**config.mk**
```make
export PLATFORM = sky130hd
export DESIGN_NAME = if_fetch_flat
export DESIGN_NICKNAME = d
export VERILOG_FILES = /design/src/rtl/if_fetch_pkg.sv /design/src/rtl/if_fetch_if.sv /design/src/rtl/if_fetch_fetch_fifo.sv /design/src/rtl/if_fetch.sv /design/src/flat_wrapper.sv
export SDC_FILE = /design/constraint.sdc
export NUM_CORES = 1
export LEC_CHECK = 0
export ABC_AREA = 1
export CAP_MARGIN = 20
export CORE_MARGIN = 4
export CORE_UTILIZATION = 40
export CTS_CLUSTER_DIAMETER = 100
export DETAILED_ROUTE_END_ITERATION = 10
export PLACE_DENSITY = 0.65
export SLEW_MARGIN = 20
export SYNTH_ARGS = -nofsm -noshare
export SYNTH_HDL_FRONTEND = slang
export SYNTH_SLANG_ARGS = --single-unit
```
**constraint.sdc**
```tcl
create_clock -name clk_i -period 18.1 [get_ports clk_i]
set_input_delay 4.525 -clock clk_i [delete_from_list [all_inputs] [get_ports clk_i]]
set_output_delay 4.525 -clock clk_i [all_outputs]
set_load 0.02 [all_outputs]
```
**src/rtl/if_fetch_pkg.sv**
```systemverilog
// Shared definitions for the instruction-fetch front end: widths, NOP,
// stall polarity and the FIFO entry payload.
package if_fetch_pkg;

  localparam int unsigned ADDR_WIDTH       = 32;
  localparam int unsigned DATA_WIDTH       = 32;
  localparam int unsigned STALL_WIDTH      = 6;
  localparam int unsigned STALL_PC         = 0;
  localparam int unsigned STALL_IFID       = 1;
  localparam int unsigned FETCH_FIFO_DEPTH = 2;

  localparam logic [ADDR_WIDTH-1:0] RESET_ADDR_DEFAULT = 32'h0000_0000;
  localparam logic [DATA_WIDTH-1:0] NOP                = 32'h0000_0013;
  localparam logic                  STOP               = 1'b1;
  localparam logic                  NOSTOP             = 1'b0;

  typedef struct packed {
    logic [ADDR_WIDTH-1:0] addr;
    logic [DATA_WIDTH-1:0] inst;
  } fetch_entry_t;

  // Circular pointer increment for queues of arbitrary depth.
  function automatic int unsigned ptr_next(input int unsigned ptr, input int unsigned depth);
    return ((ptr + 32'd1) >= depth) ? 32'd0 : (ptr + 32'd1);
  endfunction

endpackage

```
**src/rtl/if_fetch_if.sv**
```systemverilog
// Request/grant/response instruction bus between the fetch unit and memory.
interface if_fetch_if;
  import if_fetch_pkg::*;

  logic                  req;
  logic [ADDR_WIDTH-1:0] addr;
  logic                  gnt;
  logic                  rvalid;
  logic [DATA_WIDTH-1:0] rdata;

  modport master (output req, output addr, input gnt, input rvalid, input rdata);
  modport slave  (input req, input addr, output gnt, output rvalid, output rdata);

endinterface

```
**src/rtl/if_fetch_fetch_fifo.sv**
```systemverilog
// Synchronous FIFO of {addr, inst} entries with push, pop and clear.
module if_fetch_fetch_fifo
  import if_fetch_pkg::*;
#(
  parameter  int unsigned DEPTH = FETCH_FIFO_DEPTH,
  localparam int unsigned CNT_W = $clog2(DEPTH + 1),
  localparam int unsigned PTR_W = (DEPTH > 1) ? $clog2(DEPTH) : 1
) (
  input  logic             clk_i,
  input  logic             rst_i,
  input  logic             i_push,
  input  logic             i_pop,
  input  logic             i_clear,
  input  fetch_entry_t     i_data,
  output fetch_entry_t     o_head,
  output logic [CNT_W-1:0] o_count,
  output logic             o_empty
);

  fetch_entry_t     r_mem [DEPTH];
  logic [PTR_W-1:0] r_wr_ptr;
  logic [PTR_W-1:0] r_rd_ptr;
  logic [CNT_W-1:0] r_count;
  logic             w_pop;

  assign w_pop   = i_pop && (r_count != '0);
  assign o_head  = r_mem[r_rd_ptr];
  assign o_count = r_count;
  assign o_empty = (r_count == '0);

  always_ff @(posedge clk_i or posedge rst_i) begin
    if (rst_i) begin
      for (int i = 0; i < int'(DEPTH); i++) r_mem[i] <= '0;
      r_wr_ptr <= '0;
      r_rd_ptr <= '0;
      r_count  <= '0;
    end else if (i_clear) begin
      r_wr_ptr <= '0;
      r_rd_ptr <= '0;
      r_count  <= '0;
    end else begin
      if (i_push) begin
        r_mem[r_wr_ptr] <= i_data;
        r_wr_ptr        <= PTR_W'(ptr_next(32'(r_wr_ptr), DEPTH));
      end
      if (w_pop) r_rd_ptr <= PTR_W'(ptr_next(32'(r_rd_ptr), DEPTH));
      unique case ({i_push, w_pop})
        2'b10:   r_count <= r_count + CNT_W'(1);
        2'b01:   r_count <= r_count - CNT_W'(1);
        default: r_count <= r_count;
      endcase
    end
  end

  // The issue credit guarantees a free slot for every response that lands.
  a_no_overflow: assert property (@(posedge clk_i) disable iff (rst_i)
    !(i_push && !i_clear && (r_count == CNT_W'(DEPTH))));

endmodule

```
**src/rtl/if_fetch.sv**
```systemverilog
// Instruction-fetch front end: owns the PC, issues word fetches, buffers
// responses and presents one instruction per cycle to IF/ID.
module if_fetch
  import if_fetch_pkg::*;
#(
  parameter logic [ADDR_WIDTH-1:0] RESET_ADDR = RESET_ADDR_DEFAULT,
  parameter int unsigned           FIFO_DEPTH = FETCH_FIFO_DEPTH
) (
  input  logic                   clk_i,
  input  logic                   rst_i,
  input  logic [STALL_WIDTH-1:0] stall_i,
  input  logic                   jump_flag_i,
  input  logic [ADDR_WIDTH-1:0]  jump_addr_i,
  input  logic                   int_flag_i,
  input  logic [ADDR_WIDTH-1:0]  int_addr_i,
  if_fetch_if.master             ibus,
  output logic [ADDR_WIDTH-1:0]  inst_addr_o,
  output logic [DATA_WIDTH-1:0]  inst_o,
  output logic                   fetch_empty_o
);

  localparam int unsigned CNT_W = $clog2(FIFO_DEPTH + 1);
  localparam int unsigned PTR_W = (FIFO_DEPTH > 1) ? $clog2(FIFO_DEPTH) : 1;

  logic [ADDR_WIDTH-1:0] r_pc;
  logic [CNT_W-1:0]      r_outstanding;
  logic [CNT_W-1:0]      r_drop_cnt;
  logic                  r_run;
  logic                  r_req_hold;
  logic [ADDR_WIDTH-1:0] r_aq [FIFO_DEPTH];
  logic [PTR_W-1:0]      r_aq_wr;
  logic [PTR_W-1:0]      r_aq_rd;

  logic                  w_redirect;
  logic [ADDR_WIDTH-1:0] w_target;
  logic                  w_credit;
  logic                  w_req;
  logic                  w_gnt;
  logic                  w_rvalid;
  logic                  w_push;
  logic                  w_pop;
  logic [CNT_W-1:0]      w_count;
  logic                  w_empty;
  fetch_entry_t          w_entry;
  fetch_entry_t          w_head;
  logic                  w_unused_stall;

  assign w_unused_stall = ^stall_i[STALL_WIDTH-1:2];

  assign w_redirect = int_flag_i | jump_flag_i;
  assign w_target   = int_flag_i ? int_addr_i : jump_addr_i;
  assign w_credit   = ((CNT_W + 1)'(r_outstanding) + (CNT_W + 1)'(w_count)) < (CNT_W + 1)'(FIFO_DEPTH);

  // A raised request is held until granted; only a redirect withdraws it.
  assign w_req    = r_run && !w_redirect &&
                    (r_req_hold || ((stall_i[STALL_PC] == NOSTOP) && w_credit));
  assign w_gnt    = w_req && ibus.gnt;
  assign w_rvalid = ibus.rvalid && (r_outstanding != '0);
  assign w_push   = w_rvalid && (r_drop_cnt == '0) && !w_redirect;
  assign w_pop    = !w_empty && (stall_i[STALL_IFID] == NOSTOP) && !w_redirect;

  assign ibus.req  = w_req;
  assign ibus.addr = r_pc;

  assign w_entry.addr = r_aq[r_aq_rd];
  assign w_entry.inst = ibus.rdata;

  always_ff @(posedge clk_i or posedge rst_i) begin
    if (rst_i) begin
      r_pc       <= RESET_ADDR;
      r_run      <= 1'b0;
      r_req_hold <= 1'b0;
    end else begin
      r_run <= 1'b1;
      if (w_redirect) begin
        r_pc       <= w_target;
        r_req_hold <= 1'b0;
      end else if (w_gnt) begin
        r_pc       <= r_pc + ADDR_WIDTH'(4);
        r_req_hold <= 1'b0;
      end else if (w_req) begin
        r_req_hold <= 1'b1;
      end
    end
  end

  // Responses already in flight at a redirect are counted out and discarded.
  always_ff @(posedge clk_i or posedge rst_i) begin
    if (rst_i) begin
      r_outstanding <= '0;
      r_drop_cnt    <= '0;
    end else begin
      unique case ({w_gnt, w_rvalid})
        2'b10:   r_outstanding <= r_outstanding + CNT_W'(1);
        2'b01:   r_outstanding <= r_outstanding - CNT_W'(1);
        default: r_outstanding <= r_outstanding;
      endcase
      if (w_redirect)
        r_drop_cnt <= r_outstanding + CNT_W'(w_gnt) - CNT_W'(w_rvalid);
      else if (w_rvalid && (r_drop_cnt != '0))
        r_drop_cnt <= r_drop_cnt - CNT_W'(1);
    end
  end

  always_ff @(posedge clk_i or posedge rst_i) begin
    if (rst_i) begin
      for (int i = 0; i < int'(FIFO_DEPTH); i++) r_aq[i] <= '0;
      r_aq_wr <= '0;
      r_aq_rd <= '0;
    end else begin
      if (w_gnt) begin
        r_aq[r_aq_wr] <= r_pc;
        r_aq_wr       <= PTR_W'(ptr_next(32'(r_aq_wr), FIFO_DEPTH));
      end
      if (w_rvalid) r_aq_rd <= PTR_W'(ptr_next(32'(r_aq_rd), FIFO_DEPTH));
    end
  end

  if_fetch_fetch_fifo #(
    .DEPTH (FIFO_DEPTH)
  ) u_fifo (
    .clk_i   (clk_i),
    .rst_i   (rst_i),
    .i_push  (w_push),
    .i_pop   (w_pop),
    .i_clear (w_redirect),
    .i_data  (w_entry),
    .o_head  (w_head),
    .o_count (w_count),
    .o_empty (w_empty)
  );

  always_comb begin
    inst_o        = NOP;
    inst_addr_o   = '0;
    fetch_empty_o = 1'b1;
    if (!w_empty) begin
      inst_o        = w_head.inst;
      inst_addr_o   = w_head.addr;
      fetch_empty_o = 1'b0;
    end
  end

endmodule

```
**src/flat_wrapper.sv**
```systemverilog
// flat-port wrapper written by rule: the top's interface ports become plain ports
module if_fetch_flat import if_fetch_pkg::*;
#(
  parameter logic [ADDR_WIDTH-1:0] RESET_ADDR = RESET_ADDR_DEFAULT,
  parameter int unsigned           FIFO_DEPTH = FETCH_FIFO_DEPTH
)
  (clk_i, rst_i, stall_i, jump_flag_i, jump_addr_i, int_flag_i, int_addr_i, inst_addr_o, inst_o, fetch_empty_o, ibus_req, ibus_addr, ibus_gnt, ibus_rvalid, ibus_rdata);
  if_fetch_if ibus_i ();
  input  logic clk_i;
  input  logic rst_i;
  input  logic [STALL_WIDTH-1:0] stall_i;
  input  logic jump_flag_i;
  input  logic [ADDR_WIDTH-1:0] jump_addr_i;
  input  logic int_flag_i;
  input  logic [ADDR_WIDTH-1:0] int_addr_i;
  output logic [ADDR_WIDTH-1:0] inst_addr_o;
  output logic [DATA_WIDTH-1:0] inst_o;
  output logic fetch_empty_o;
  output wire logic [$bits(ibus_i.req)-1:0] ibus_req;
  output wire logic [$bits(ibus_i.addr)-1:0] ibus_addr;
  input wire logic [$bits(ibus_i.gnt)-1:0] ibus_gnt;
  input wire logic [$bits(ibus_i.rvalid)-1:0] ibus_rvalid;
  input wire logic [$bits(ibus_i.rdata)-1:0] ibus_rdata;
  assign ibus_req = ibus_i.req;
  assign ibus_addr = ibus_i.addr;
  assign ibus_i.gnt = ibus_gnt;
  assign ibus_i.rvalid = ibus_rvalid;
  assign ibus_i.rdata = ibus_rdata;
  if_fetch #(.RESET_ADDR(RESET_ADDR), .FIFO_DEPTH(FIFO_DEPTH)) u_core (.clk_i(clk_i), .rst_i(rst_i), .stall_i(stall_i), .jump_flag_i(jump_flag_i), .jump_addr_i(jump_addr_i), .int_flag_i(int_flag_i), .int_addr_i(int_addr_i), .ibus(ibus_i), .inst_addr_o(inst_addr_o), .inst_o(inst_o), .fetch_empty_o(fetch_empty_o));
endmodule
```
==> impl_metrics.env <==
export IMPL_drt_antenna_violating_nets=0
export IMPL_antenna_found_initial=0
export IMPL_worst_ep_arrival_time_ns=6.41
export IMPL_syn_nets=1708
export IMPL_worst_skew_pair_late_latency_ns=0.52
export IMPL_leakage_nw=6.98
export IMPL_dr_pass1_iters=5
export IMPL_rsz0062_at_grt="no"
export IMPL_cts_buffer_depth=3
export IMPL_dr_max_layer_used="met4"
export IMPL_grt_overflow=0
export IMPL_ys_async_sr_fraction_pct=100
export IMPL_clock_fmax_ghz=0.0914
export IMPL_synth_edff_count=0
export IMPL_setup_tns_ns=0
export IMPL_nNetsFinal=1862
export IMPL_cts_hold_buf=0
export IMPL_drive_above_1_share_pct=4.14
export IMPL_syn_area_per_cell_um2=7.37
export IMPL_synth_ff_type="dfrtp_1"
export IMPL_slew_viol_final=0
export IMPL_synth_seq_cells=236
export IMPL_netlist_top_cell_by_area="dfrtp_1"
export IMPL_initial_core_util_pct=40.7
export IMPL_hpwlAfterDp_mm=20.7
export IMPL_ir_worst_vdd_mv=0.0670
export IMPL_period_needed_ns=10.94
export IMPL_clock_skew_ns=0.0107
export IMPL_cp_required_ns=13.57
export IMPL_critPathMaxFanout=12
export IMPL_synth_cell_types=38
export IMPL_max_slew_margin_pct=30.0
export IMPL_finalCritPeriodShare_pct=60.4
export IMPL_synth_top_area_share_pct=50.3
export IMPL_ioPinCount=206
export IMPL_startpoint_type="input pin"
export IMPL_wl_met2_mm=13.7
export IMPL_yosysSeqAreaShare_pct=50.3
export IMPL_rows=62
export IMPL_antenna_cells=0
export IMPL_final_hold_violation_count=0
export IMPL_wirelength_mm=32.1
export IMPL_tightest_slew_ns=1.05
export IMPL_routed_wl_met3_mm=2.91
export IMPL_drt_iter0_drc=878
export IMPL_cts_root_buffer="clkbuf_16"
export IMPL_yosysWarnings=0
export IMPL_crit_type="in2out"
export IMPL_area_growth_pct=26.4
export IMPL_end_kind="output pin"
export IMPL_synth_area_top_cells="dfrtp_1, nand2_1, o21ai_0, a21oi_1, inv_1"
export IMPL_grt_pass1_wl_mm=51.9
export IMPL_vias=10700
export IMPL_hp_class="reg2reg"
export IMPL_outcome="completed"
export IMPL_dieArea_um2=32200
export IMPL_core_area_um2=28900
export IMPL_io_buffers=201
export IMPL_post_cts_resized=0
export IMPL_setup_violations=0
export IMPL_met1_length_mm=14.8
export IMPL_power_density_nw_per_um2=125
export IMPL_die_h_um=179
export IMPL_die_w_um=179
export IMPL_timing_final_ws_setup_ns=7.16
export IMPL_place_gp_congestion=0.832
export IMPL_synth_area_um2=11700
export IMPL_cts_made_buffers=26
export IMPL_h_tree_depth=1
export IMPL_vias_per_cell=4.96
export IMPL_clock_sinks=236
export IMPL_finalNonFillerCells=2148
export IMPL_first_global_vias=10100
export IMPL_dp_slack_ns=7.14
export IMPL_placedInstanceArea_um2=14000
export IMPL_wl_per_cell_um=14.9
export IMPL_grt_max_degree=104
export IMPL_max_cap_violations=0
export IMPL_drc_errors=0
export IMPL_dp_cells=2104
export IMPL_netlist_instances=1594
export IMPL_cts_setup_buffers=0
export IMPL_path_clk_slew_ns=0.06
export IMPL_cts_tree="built"
export IMPL_postLayoutCellArea_um2=14800
export IMPL_grtUsageTotal_pct=19.7
[where the power goes]
part / leakage, nW / switching [mW] / internal [mW]
clock network: 0.422 / 0.206 / 0.323
registers: 2.92 / 0.0973 / 0.696
logic: 3.64 / 0.321 / 0.217
[cell type report]
type,instances,area [um^2]
clock buffers,38,777
clock inverters,6,82.6
fillers,2825,14000
inverters,123,469
multi-input cells,1147,5010
flip-flops and latches,236,5910
well taps,384,480
repair buffers,214,2110
[worst paths after layout]
| path | from | endpoint | slack, ns | depth (start not counted) |
|---|---|---|---|---|
| worst max-delay path | jump_flag_i | ibus_req | 7.16 | 5 |
| worst min-delay path | u_core.u_fifo.r_mem[43] | u_core.u_fifo.r_mem[43] | 0.47 | 2 |
| worst max register to register | u_core.r_outstanding[0] | u_core.r_aq[22] | 14.86 | 10 |
| worst min register to register | u_core.u_fifo.r_mem[43] | u_core.u_fifo.r_mem[43] | 0.47 | 2 |
| max in group asynchronous | rst_i | u_core.r_aq[57] | 12.20 | 3 |
| min in group asynchronous | rst_i | u_core.u_fifo.r_mem[40] | 4.51 | 2 |
[synth_stat cells (5+ instances only)]
| master | number |
|---|---|
| nor2_1 | 112 |
| inv_1 | 117 |
| dfrtp_1 | 236 |
| xor2_1 | 7 |
| buf_2 | 26 |
| nand2_1 | 655 |
| clkbuf_1 | 54 |
| o21ai_1 | 17 |
| ha_1 | 5 |
| a21oi_1 | 99 |
| o21ai_0 | 167 |
| o21a_1 | 14 |
| nand3_1 | 38 |
| inv_2 | 6 |
[routing by layer]
layer,vias to the layer above,GRT usage (%)
met3,46,4.83
met4,0,4.54
met5,-,0
met1,4918,27.8
li1,5304,-
met2,385,31.1
[flip-flops by register name, indices dropped and copies added, names as in the netlist]
register                cells
u_core.r_outstanding        2
u_core.r_run                1
u_core.u_fifo.r_mem       128
u_core.u_fifo.r_wr_ptr      1
u_core.u_fifo.r_rd_ptr      1
u_core.u_fifo.o_count       2
u_core.r_aq_wr              1
u_core.r_aq_rd              1
u_core.ibus.addr           32
u_core.r_req_hold           1
u_core.r_drop_cnt           2
u_core.r_aq                64
[worst max-delay path: stages]
cell,delay [ns]
clkdlybuf4s50_1,0.71
nor2_8,0.35
nand3_1,0.13
inv_1,0.07
clkdlybuf4s50_1,0.61
[through the flow]
step                utilization (%)  hold WS [ns]  power [mW]
detailed placement             48.4         0.454        1.34
global route                   51.4         0.485        1.99
finish                         51.4         0.471        1.86
global placement               48.4         0.451        1.32
CTS                            51.4         0.473        1.88
floorplan                         -         0.437        1.14
[placed cells by master, fill, tap and decap left out, types with 7 or more instances in the layout]
master	Yosys	routed
buf_4	4	13
o21ai_1	17	17
o21ai_0	167	167
nand2_1	655	655
nand3_1	38	38
o21a_1	14	14
clkdlybuf4s50_1	0	201
clkbuf_16	0	27
inv_1	117	116
a21oi_1	99	99
xor2_1	7	7
nor2_1	112	111
dfrtp_1	236	235
[cells by family after synthesis]
logic type               count (synthesis)  synth area share (%)
buffers and inverters                  211                  7.15
AO/OA/AOI/OAI                          307                  13.6
other                                    1                0.0319
flip-flops                             236                  50.3
AND/OR/NAND/NOR                        822                  27.4
XOR/XNOR                                11                 0.820
adder cells (fa/ha/maj)                  6                 0.703
(Power assumes the default switching activity.)
